===== src/rtl/uart_tx_framer.sv =====
`default_nettype none
// ============================================================================
// Module   : uart_tx_framer
// Purpose  : UART transmitter with baud timer, parity/stop options and a
//            one-entry holding register for gap-free back-to-back frames.
// Revision : 1.0
// ============================================================================
module uart_tx_framer #(
    parameter int CLKS_PER_BIT = 434,
    parameter int DATA_BITS    = 8,
    parameter int PARITY       = 0,
    parameter int STOP_BITS    = 1
) (
    input  logic                 clk,
    input  logic                 rst_n,
    input  logic                 tx_valid,
    input  logic [DATA_BITS-1:0] tx_data,
    output logic                 tx_ready,
    output logic                 tx_out,
    output logic                 busy,
    output logic                 done
);

    localparam int TW = $clog2(CLKS_PER_BIT);
    localparam int BW = $clog2(DATA_BITS);

    localparam logic [TW-1:0] c_last   = TW'(CLKS_PER_BIT - 1);
    localparam logic [TW-1:0] c_penult = TW'(CLKS_PER_BIT - 2);
    localparam logic [BW-1:0] c_dlast  = BW'(DATA_BITS - 1);
    localparam logic [BW-1:0] c_slast  = BW'(STOP_BITS - 1);
    localparam logic          c_odd    = (PARITY == 1);

    if (CLKS_PER_BIT < 2 || DATA_BITS < 5 || DATA_BITS > 9 ||
        PARITY < 0 || PARITY > 2 || STOP_BITS < 1 || STOP_BITS > 2) begin : g_bad_params
        $error("uart_tx_framer: illegal parameter value");
    end

    typedef enum logic [2:0] {
        S_IDLE  = 3'd0,
        S_START = 3'd1,
        S_DATA  = 3'd2,
        S_PAR   = 3'd3,
        S_STOP  = 3'd4
    } state_t;

    state_t               r_state;
    logic [TW-1:0]        r_timer;
    logic [BW-1:0]        r_bitcnt;
    logic [DATA_BITS-1:0] r_shift;
    logic [DATA_BITS-1:0] r_hold;
    logic                 r_hold_full;
    logic                 r_parity;
    logic                 r_tx;
    logic                 r_done;

    logic                 w_accept;
    logic                 w_bit_end;
    logic                 w_frame_end;
    logic                 w_load;
    logic                 w_to_hold;
    logic [DATA_BITS-1:0] w_load_word;

    assign w_accept    = tx_valid & ~r_hold_full;
    assign w_bit_end   = (r_state != S_IDLE) && (r_timer == c_last);
    assign w_frame_end = (r_state == S_STOP) && w_bit_end && (r_bitcnt == c_slast);
    // A word accepted on the frame-end edge (holding register empty) starts
    // directly, so it never sits in the holding register and ready stays high.
    assign w_load      = ((r_state == S_IDLE) && w_accept) ||
                         (w_frame_end && (r_hold_full || w_accept));
    assign w_load_word = r_hold_full ? r_hold : tx_data;
    assign w_to_hold   = w_accept && (r_state != S_IDLE) && !w_frame_end;

    always_ff @(posedge clk or negedge rst_n) begin
        if (!rst_n) begin
            r_state     <= S_IDLE;
            r_timer     <= '0;
            r_bitcnt    <= '0;
            r_shift     <= '0;
            r_hold      <= '0;
            r_hold_full <= 1'b0;
            r_parity    <= 1'b0;
            r_tx        <= 1'b1;
            r_done      <= 1'b0;
        end else begin
            r_done <= (r_state == S_STOP) && (r_bitcnt == c_slast) && (r_timer == c_penult);

            if (r_state != S_IDLE) begin
                r_timer <= (r_timer == c_last) ? '0 : r_timer + 1'b1;
            end

            case (r_state)
                S_IDLE: ;
                S_START: if (w_bit_end) begin
                    r_state  <= S_DATA;
                    r_tx     <= r_shift[0];
                    r_shift  <= r_shift >> 1;
                    r_bitcnt <= '0;
                end
                S_DATA: if (w_bit_end) begin
                    if (r_bitcnt == c_dlast) begin
                        r_bitcnt <= '0;
                        if (PARITY != 0) begin
                            r_state <= S_PAR;
                            r_tx    <= r_parity;
                        end else begin
                            r_state <= S_STOP;
                            r_tx    <= 1'b1;
                        end
                    end else begin
                        r_bitcnt <= r_bitcnt + 1'b1;
                        r_tx     <= r_shift[0];
                        r_shift  <= r_shift >> 1;
                    end
                end
                S_PAR: if (w_bit_end) begin
                    r_state  <= S_STOP;
                    r_tx     <= 1'b1;
                    r_bitcnt <= '0;
                end
                S_STOP: if (w_bit_end) begin
                    if (r_bitcnt == c_slast) begin
                        r_state <= S_IDLE;
                        r_tx    <= 1'b1;
                    end else begin
                        r_bitcnt <= r_bitcnt + 1'b1;
                    end
                end
                default: begin
                    r_state <= S_IDLE;
                    r_tx    <= 1'b1;
                end
            endcase

            // Loading a word overrides whatever the state branch chose.
            if (w_load) begin
                r_state  <= S_START;
                r_tx     <= 1'b0;
                r_timer  <= '0;
                r_bitcnt <= '0;
                r_shift  <= w_load_word;
                r_parity <= (^w_load_word) ^ c_odd;
            end

            if (w_frame_end && r_hold_full) begin
                r_hold_full <= 1'b0;
            end else if (w_to_hold) begin
                r_hold      <= tx_data;
                r_hold_full <= 1'b1;
            end
        end
    end

    assign tx_ready = ~r_hold_full;
    assign tx_out   = r_tx;
    assign done     = r_done;
    assign busy     = (r_state != S_IDLE) | r_hold_full;

endmodule
`default_nettype wire


===== config.mk =====
export PLATFORM = sky130hd
export DESIGN_NAME = uart_tx_framer
export DESIGN_NICKNAME = d
export VERILOG_FILES = /design/src/rtl/uart_tx_framer.sv
export SDC_FILE = /design/constraint.sdc
export NUM_CORES = 1
export LEC_CHECK = 0
export CAP_MARGIN = 20
export CELL_PAD_IN_SITES_DETAIL_PLACEMENT = 1
export CELL_PAD_IN_SITES_GLOBAL_PLACEMENT = 2
export CORE_MARGIN = 4
export CORE_UTILIZATION = 36
export DETAILED_ROUTE_END_ITERATION = 8
export PLACE_DENSITY = 0.86
export SYNTH_ARGS = -nofsm -noshare
export SYNTH_HDL_FRONTEND = slang
export SYNTH_SLANG_ARGS = --single-unit

===== constraint.sdc =====
create_clock -name clk -period 2.55 [get_ports clk]
set_input_delay 0.3825 -clock clk [delete_from_list [all_inputs] [get_ports clk]]
set_output_delay 0.3825 -clock clk [all_outputs]
set_load 0.02 [all_outputs]

==> results.ini <==
[worst_setup_path]
critical_path_arrival_ps = 2530
r2r-start = r_timer[2]
cpMaxStageDelayCell = a221oi_4
critPathMaxFanout = 8
startpoint = r_timer[2]
required_ps = 2720
critPathKind = flip-flop to flip-flop
rr_worst_depth = 5
cpPeakStageDelay_ps = 560
cp_cell_sequence = or3b_1 -> or3_1 -> a221oi_4 -> mux2i_1 -> a21oi_1
critPathLaunchType = flip-flop
endpoint_kind = flip-flop

[cells_and_area]
multi_input_area_um2 = 938
fillers = 551
drive_above_1_share = 0.148
layoutNonFillerInstCount = 277
final_cell_mix = dfrtp_1, nor2_1, a21oi_1, clkdlybuf4s50_1, nand2_1
area_growth_pct = 18.5
layout_commonest_cell = dfrtp_1
finalInstanceArea_um2 = 2200
final_util = 0.454
nets = 226
seq_area_um2 = 852
n_antenna_cell = 0

[global_routing]
grt_pass1_vias = 1677
grt_max_degree = 35
grt_usage = 0.160
grt_overflow = 0
grt_pass1_wl_um = 7850
antenna_found_initial = 0

[pwr]
p_leak_nw = 0.932
p_sw_frac = 0.363
pwr-share-seq = 0.456
peakVddDrop_v = 0.000404
p_int_mw = 1.22
finalPower_mw = 1.91
p_comb_frac = 0.328
p_sw_uw = 692
pwr-share-clk = 0.217
p_per_area_nw_per_um2 = 867

[synthesis]
synth_area_leaders = dfrtp_1, mux2_2, mux2i_1
ys.flop_type = dfrtp_1
synth.avg_cell_area_um2 = 9.82
synth_warnings = 0
synth_area_um2 = 1860
synth_edf_count = 0
synthesis.nets = 206
syn_inst = 189
synth_top_area_cell = dfrtp_1
yosysTopAreaCellShare = 0.445
seq_area_frac_synth = 0.459
ys_ff_latch = 34
async_flop_share = 1.00
synth.distinct_cells = 38

[placement]
dp_hpwl_um = 3290
dpl-instance-area_um2 = 2100
place_inst = 269
io_buffers = 14
gp_congestion = 0.818

[clock_network]
cts_tree = done
cts_hold_buf = 0
insertion_delay_ps = 290
cts-resized-gates = 0
cts_setup_buffers = 0
clk_pin_slew_ps = 70
cts.sinks = 34
htree_levels = 2
cts-buffers-inserted = 5
cts_max_path_buffers = 2
clock-root-buffer = clkbuf_8

[timing]
fin_crit_sh = 0.924
finalHoldViolations = 0
rsz0062_at_grt = false
max_freq_ghz = 0.425
period_needed_ps = 2360
setup_viol = 0
worst_slew_pin_slew_ps = 541
max_slew_margin = 0.639
totalNegativeSetupSlack_ps = 0
drv_slew = 0
fin_worst_skew_ps = 2.18

[run_status]
status = finished clean

[detailed_routing]
antenna_left = 0
wire_per_inst_um = 16.1
drtIter0Drc = 44
drc = 0
drt-total-wl_um = 4450
firstDrtPassIters = 4
routed_via_density = 5.44
route.vias.total = 1507

[floorplanning]
io_pins = 15
core_area_um2 = 4850
fp-row-count = 25
start_util = 0.383
die_w_um = 79.8
fp.dieH_um = 79.8
die_area_um2 = 6370

[min_path]
hp-class = input pin to asynchronous set/reset pin

[job]
drv_cap = 0

cell type report:
cell class / count / area share
clock buffer: 6 / 0.0375
sequential: 34 / 0.387
tap: 67 / 0.0381
clock inverter: 2 / 0.00569
inverter: 8 / 0.0137
multi-input combinational: 138 / 0.427
timing repair buffer: 22 / 0.0910
power by group through the flow:
| stage | logic (mW) | clock network (mW) | registers (mW) |
|---|---|---|---|
| 2_1_floorplan | 0.487 | 0 | 0.821 |
| 3_3_place_gp | 0.587 | 0 | 0.864 |
| 3_5_place_dp | 0.625 | 0 | 0.880 |
| 4_1_cts | 0.633 | 0.438 | 0.869 |
| 5_1_grt | 0.709 | 0.470 | 0.901 |
| 6_report | 0.625 | 0.413 | 0.869 |
registers in the layout, summed over array words and instances, names as in the netlist:
| signal | count |
|---|---|
| r_bitcnt | 3 |
| r_timer | 9 |
| r_hold_full | 1 |
| tx_out | 1 |
| r_shift | 8 |
| r_state | 3 |
| done | 1 |
| r_hold | 8 |
metal layers:
| metal | global-route usage | vias to the layer above | routed length (um) |
|---|---|---|---|
| li1 | - | 713 | - |
| met4 | 0.0794 | 0 | 110 |
| met3 | 0.0395 | 12 | 150 |
| met2 | 0.269 | 26 | 2320 |
| met1 | 0.191 | 756 | 1870 |
| met5 | 0 | - | 0 |
kinds of logic after synthesis:
family / count (synthesis) / share of synthesized area
flip-flops: 34 / 0.459
AND/OR/NAND/NOR: 65 / 0.182
buffers and inverters: 17 / 0.0351
adder cells (fa/ha/maj): 6 / 0.0405
AO/OA/AOI/OAI: 47 / 0.170
XOR/XNOR: 1 / 0.00472
multiplexers: 19 / 0.109
critical path, delay by kind of cell (launching register included):
family | cells | cell delay (ps)
and+or+nand+nor | 2 | 900
AOI/OAI and AO/OA | 2 | 640
DFF | 1 | 440
muxes | 1 | 270
cells in the mapped netlist (2+ instances only):
cell and count:
ha_1 6, a2bb2oi_1 2, nand2_1 11, o21ai_0 7, dfrtp_1 33, nand3b_1 4, clkbuf_1 8, mux2i_1 10
nand3_1 6, nor4_1 2, mux2_2 9, nor2_1 18, nor2b_1 8, a21oi_1 18, inv_1 8, or3_1 2
and3_1 3, or2_2 2, nand2b_1 3, a31oi_1 3, a211oi_1 9
metrics by stage:
step | worst slack [ps] | hold WS, ps
after floorplan | 427 | 86.9
after global placement | 289 | 490
after detailed placement | 218 | 500
after CTS | 207 | 514
after global routing | 23.0 | 535
final | 195 | 502
worst paths after layout:
check                      slack (ps)    endpoint
max                               190  r_shift[2]
min                               500  r_timer[4]
max reg2reg                       190  r_shift[2]
min reg2reg                       510   r_hold[0]
max in group asynchronous        1700      tx_out
min in group clk                  510   r_hold[0]
Power figures use the tool's default switching activity.
